[src/rtl/check_result_arbiter.sv]
// Round-robin arbiter that funnels pass/fail results from NUM_REQ checkers
// onto one registered valid/ready channel and keeps saturating tallies.
module check_result_arbiter #(
    parameter  int NUM_REQ = 4,
    parameter  int CNT_W   = 8,
    localparam int ID_W    = $clog2(NUM_REQ)
) (
    input  logic               clk,
    input  logic               rst_n,
    input  logic [NUM_REQ-1:0] req,
    input  logic [NUM_REQ-1:0] pass_in,
    output logic [NUM_REQ-1:0] gnt,
    output logic               out_valid,
    input  logic               out_ready,
    output logic [ID_W-1:0]    out_id,
    output logic               out_pass,
    input  logic               clr_cnt,
    output logic [CNT_W-1:0]   pass_cnt,
    output logic [CNT_W-1:0]   fail_cnt,
    output logic               busy
);

    typedef enum logic {
        IDLE = 1'b0,
        SEND = 1'b1
    } state_t;

    state_t             state;
    logic [ID_W-1:0]    rr_ptr;
    logic [NUM_REQ-1:0] eff_req;
    logic               any_req;
    logic [ID_W-1:0]    winner;
    logic [ID_W-1:0]    next_ptr;
    logic               handshake;
    logic               do_grant;

    // The checker granted this cycle still shows its stale req; mask it.
    assign eff_req   = req & ~gnt;
    assign any_req   = |eff_req;
    assign handshake = (state == SEND) && out_ready;
    assign do_grant  = any_req && ((state == IDLE) || handshake);
    assign next_ptr  = (winner == ID_W'(NUM_REQ - 1)) ? '0 : winner + 1'b1;
    assign busy      = (state == SEND);

    // Lowest set bit overall covers the wrapped region; lowest set bit at or
    // above rr_ptr, when present, overrides it.
    always_comb begin
        winner = '0;
        for (int i = NUM_REQ - 1; i >= 0; i--) begin
            if (eff_req[i]) winner = ID_W'(i);
        end
        for (int i = NUM_REQ - 1; i >= 0; i--) begin
            if (eff_req[i] && (i >= int'(rr_ptr))) winner = ID_W'(i);
        end
    end

    always_ff @(posedge clk or negedge rst_n) begin
        if (!rst_n) begin
            state     <= IDLE;
            gnt       <= '0;
            out_valid <= 1'b0;
            out_id    <= '0;
            out_pass  <= 1'b0;
            rr_ptr    <= '0;
            pass_cnt  <= '0;
            fail_cnt  <= '0;
        end else begin
            // NOTE: the default makes gnt a single-cycle pulse; the grant branch below overrides it.
            gnt <= '0;

            if (clr_cnt) begin
                pass_cnt <= '0;
                fail_cnt <= '0;
            end else if (handshake) begin
                if (out_pass && (pass_cnt != '1)) pass_cnt <= pass_cnt + 1'b1;
                if (!out_pass && (fail_cnt != '1)) fail_cnt <= fail_cnt + 1'b1;
            end

            if (do_grant) begin
                gnt       <= NUM_REQ'(1) << winner;
                out_id    <= winner;
                out_pass  <= pass_in[winner];
                rr_ptr    <= next_ptr;
                out_valid <= 1'b1;
                state     <= SEND;
            end else if (handshake) begin
                out_valid <= 1'b0;
                state     <= IDLE;
            end
        end
    end

endmodule

[config.mk]
export PLATFORM = sky130hd
export DESIGN_NAME = check_result_arbiter
export DESIGN_NICKNAME = d
export VERILOG_FILES = /design/src/rtl/check_result_arbiter.sv
export SDC_FILE = /design/constraint.sdc
export NUM_CORES = 1
export LEC_CHECK = 0
export BUFFER_PORTS_ARGS = -buffer_cell sky130_fd_sc_hd__buf_4
export CAP_MARGIN = 10
export CORE_MARGIN = 1
export CORE_UTILIZATION = 40
export CTS_CLUSTER_DIAMETER = 80
export DETAILED_ROUTE_END_ITERATION = 16
export HOLD_SLACK_MARGIN = 0.08
export PLACE_DENSITY = 0.66
export SLEW_MARGIN = 25
export SYNTH_ARGS = -nofsm -noshare
export SYNTH_HDL_FRONTEND = slang
export SYNTH_SLANG_ARGS = --single-unit
[constraint.sdc]
create_clock -name clk -period 2.8 [get_ports clk]
set_input_delay 0.28 -clock clk [delete_from_list [all_inputs] [get_ports clk]]
set_output_delay 0.28 -clock clk [all_outputs]
set_load 0.02 [all_outputs]
# Word-level counts from Yosys, hierarchy flattened
# Cells that the tools add are included.
# W data, S select, Z words.
# op_classes
add_sub_neg,3
n_lt_le_gt_ge,4
n_eq_ne,3
n_shift,1
mux,19
bitwise_logic,3
n_reduce_logical,16
# ops
cell,n
$mux W8,6
$add A8 B1 Y8 const B,2
$mux W2,8
$ne A8 B8 Y1 const B,2
$reduce_bool A2 Y1,4
$logic_and A1 B1 Y1,7
$and A4 B4 Y4,1
$ge A1 B2 Y1 const A,2
$mux W4,1
$not A4 Y4,1
$reduce_and A2 Y1,2
$reduce_or A4 Y1,1
$shl A1 B2 Y4 const A,1
$lt A2 B3 Y1 const B,1
$mux W1,3
$add A2 B1 Y2 const B,1
$bmux W1 S2,1
$eq A2 B2 Y1 const B,1
$ge A2 B2 Y1 const A,1
$logic_not A1 Y1,1
$logic_or A1 B1 Y1,1
$not A1 Y1,1
# word_totals
reg_bits,26
output_inout_bits,25
wordCells,56

# Depth between registers and ports, before layout
# logic_depth
ltp_word,11
depth_mapped,6
mapped_depth_nobuf,6

# Worst setup path after synthesis
# OpenSTA, ideal clock, no wires.
# synth_path
kind,reg2reg
startpoint,register fail_cnt[0]
endpoint,register fail_cnt[3]
arrival_time_ns,1.513
required_ns,2.722
path_slack_ns,1.210
stages_incl_launch_ff,6
n_path_buf,0
period_less_slack_ns,1.590
cell_sequence,dfrtp_1 -> ha_1 -> nand3_1 -> o2111ai_4 -> or3_1 -> a21oi_1
# synth_via
elab_chain_len,4
elab_cells_between_ends,8
# synth_lines
element,line_no,source
"start, declared",19,"output logic [CNT_W-1:0] fail_cnt,"
"start signal, assigned",76,if (!out_pass && (fail_cnt != '1)) fail_cnt <= fail_cnt + 1'b1;
$add A8 B1 Y8 / $ne A8 B8 Y1 (equally long branches),76,
$mux W8 / $logic_and A1 B1 Y1 (equally long branches),76,
$mux W8 / $reduce_bool A2 Y1 (equally long branches),n/a,
$mux W8 / $reduce_and A2 Y1 (equally long branches),n/a,
# Parallel ways exist; a longest one is shown, timed or not. The select of a mux whose other input is x is not followed.
# A chain may end at the register's enable or synchronous reset.

# Final worst setup path
# Same ends and word-level chain as after synthesis.

==> summary.txt <==
Status
  • Status: finished clean

CTS
  • Clock Tree Root: clkbuf_4
  • Clock-pin slew on the worst setup and hold paths: 0.14 ns
  • # clock sinks: 26
  • H-tree depth reported by CTS: 1
  • Clk_lat worst skew: 0.32 ns
  • Max Buffers Root-to-Sink: 2
  • Total CTS buffers: 3
  • CTS tree: built
  • Post-CTS Resized: 0

Worst setup path
  • Max incr delay on CP: 0.45 ns
  • Setup CP Type: register to register
  • Crit-path slowest cell: dfrtp_1
  • CP arrival: 1.87 ns
  • Largest fanout on the critical path: 9
  • Type of origin of the critical path: register
  • CP top delay family: simple AND/OR/NAND/NOR gates
  • Cells along the critical path: ha_1, nand3_1, o2111ai_4, or3_1, a21oi_1
  • Critical Path Sink Type: register
  • CP required: 3.06 ns
  • WP buf/inv: 0

Detailed routing
  • Routed len/inst: 12.1 um
  • DRT Wirelength: 2660 um
  • Vias: 1069
  • Final ANT Viol Nets: 0
  • Drt via density: 4.86
  • TritonRoute pass-1 iters: 4
  • Drt drc: 0
  • DR iter-0 viols: 42

Power
  • PwrDens: 700 nW/um^2
  • Leakage: between 0.0008 and 0.0009 uW
  • Worst VDD drop: 0.403 mV

Logic synthesis
  • Flops & latches, synth: 26
  • Seq/Total Area, Yosys: between 40% and 50%
  • Yosys cell types: 35
  • Top-area cell type share of the netlist area: 47.2%
  • Leading post-synthesis cells by cell area: dfrtp_1 47%, xnor2_1 6.4%, nor2_1 6.0%
  • Syn_nets: 154
  • Top cell type by total area after synthesis: dfrtp_1
  • Post-Synthesis Cells: 138
  • Post-Syn Area per Cell: 9.98 sq um
  • Cell area after synthesis: 1380 sq um
  • Yosys warnings: 0

Floorplan
  • Row count: 20
  • Core area: 3150 sq um
  • Die Y: 60.7 um
  • Die Area: 3680 sq um
  • I/O pin count: 37
  • Die width: 60.7 um
  • Starting density of the core: 43.7%

Placed design
  • Port Buffer Count: 36
  • HPWL Detailed: 1980 um
  • GPL Wtd Cong: around 0.77
  • Dpl cell area: 1690 sq um

Layout
  • Layout Nets: 193
  • Footprint of the multi-input gates: 686 sq um
  • Register Area: 651 sq um
  • Finished Cell Area: 1750 sq um
  • Share of cells above drive strength 1: a little under a third
  • Synth-to-layout area growth: 27.1%
  • Diode count: 0
  • Layout fillers: about 300
  • Fin util: 55.5%

Global route
  • Aggregate global-route resource usage: 17.0%
  • Initial antenna violation count: 0
  • Vias in the first global route: between 1000 and 1500
  • First-pass GRT wire length: 4630 um
  • Largest net degree at the start of global routing: 27
  • Gr ovfl total: 0

Timing
  • Max-slew violation count: 0
  • Setup TNS: 0 ns
  • Final setup viols: 0
  • Unrepaired setup endpoints after global routing: no
  • Worst relative slew slack: 72.4%
  • Tcrit/Tclk final: 57.5%
  • Skew final: 0.00399 ns
  • Slew @ Worst Pin: 0.414 ns
  • Final hold vios: 0
  • Max Fclk: approximately 0.62 GHz
  • Fin crit period: 1.61 ns

Run
  • Max-cap viol count: 0

Min path
  • Type of the worst min-delay path: input pin to register
## worst reg2reg max path, cell delays in order, from the launching register on
cell and delay [ns]:
dfrtp_1 0.45, ha_1 0.25, nand3_1 0.13, o2111ai_4 0.19, or3_1 0.39, a21oi_1 0.14
## power breakdown
group	switching [uW]	internal, uW	total [uW]	leakage, uW
combinational	262	201	463	0.000448
sequential	65.4	440	506	0.000345
clock	112	145	257	0.0000279
total	439	786	1230	0.000822
## registers in the layout, indices dropped and copies added, names as in the netlist
register,count
busy,1
fail_cnt,8
gnt,4
out_id,2
out_pass,1
pass_cnt,8
rr_ptr,2
## Yosys cell counts
library cell,n
and2_1,2
nor2b_1,2
nand4_1,1
mux2i_1,4
ha_1,4
nor2b_4,2
a21o_1,1
xor2_1,2
nor4_2,1
nand3_1,8
inv_2,1
and3_1,1
nand2b_1,4
clkbuf_1,1
nand2_1,11
o2111ai_4,1
inv_1,6
and2b_2,1
nor3_1,8
buf_1,1
a21oi_2,1
o221ai_1,1
dfrtp_1,26
or3_1,2
o211ai_4,1
a21oi_1,4
o22ai_2,1
nor2b_2,1
o21ai_2,1
a22oi_2,1
nor2_1,22
buf_4,1
nand4_2,1
xnor2_1,10
o21ai_0,3
## kinds of logic (layout without fill, tap and decap cells)
group                      count (synthesis)  count (layout)  share of synthesized area [%]
buffers and inverters                     10              48                           3.00
xor gates and xnor gates                  12              12                           7.63
DFF                                       26              26                           47.2
and+or+nand+nor                           67              67                           25.3
adders and majority gates                  4               4                           3.63
AOI/OAI and AO/OA                         15              15                           10.3
muxes                                      4               4                           2.91
## cell type report
cell class	count	area share, %
tap	44	3.15
sequential	26	37.2
clock inverter	1	1.72
multi-input combinational	102	39.2
inverter	7	1.50
clock buffer	3	1.29
timing repair buffer	37	16.0
## layout by cell type (no fill, tap or decap), drive strengths merged, types with 3 or more instances in the layout
cell type	netlist	routed
ha	4	4
clkbuf	1	3
nand2b	4	4
nand3	8	8
xnor2	10	10
nand2	11	11
mux2i	4	4
inv	7	7
nor2b	5	5
nor3	8	8
a21oi	5	5
dfrtp	26	26
o21ai	4	4
nor2	22	22
buf	2	36
## timing repair
action,in CTS,in global routing
hold endpoints to repair,26,0
hold buffers,1,0
buffers inserted,0,0
## final timing paths
kind	depth (start not counted)	slack, ns	end	start
worst max-delay path	5	1.19	fail_cnt[3]	fail_cnt[0]
worst min-delay path	2	0.23	fail_cnt[2]	clr_cnt
worst min register to register	2	0.50	out_id[1]	out_id[1]
worst max register to register	5	1.19	fail_cnt[3]	fail_cnt[0]
max in group asynchronous	2	2.17	fail_cnt[7]	rst_n
min in group asynchronous	2	0.39	pass_cnt[1]	rst_n
## metal layers
layer | wire length [um] | share of wire (%) | GRT usage [%]
met2 | 1170 | 44 | 24.8
met4 | 42 | 1.6 | 7.79
met1 | 1350 | 51 | 24.9
met5 | 0 | 0 | 0
met3 | 94 | 3.5 | 2.56
## stage by stage
stage / hold slack [ns] / setup slack (ns) / std cells / power (uW)
2_1_floorplan: -0.0156 / 1.21 / 138 / 821
4_1_cts: 0.222 / 1.19 / 220 / 1240
3_3_place_gp: 0.206 / 1.26 / 215 / 968
6_report: 0.233 / 1.19 / 220 / 1230
3_5_place_dp: 0.207 / 1.23 / 215 / 981
5_1_grt: 0.225 / 1.09 / 220 / 1300
(Power assumes the default switching activity.)
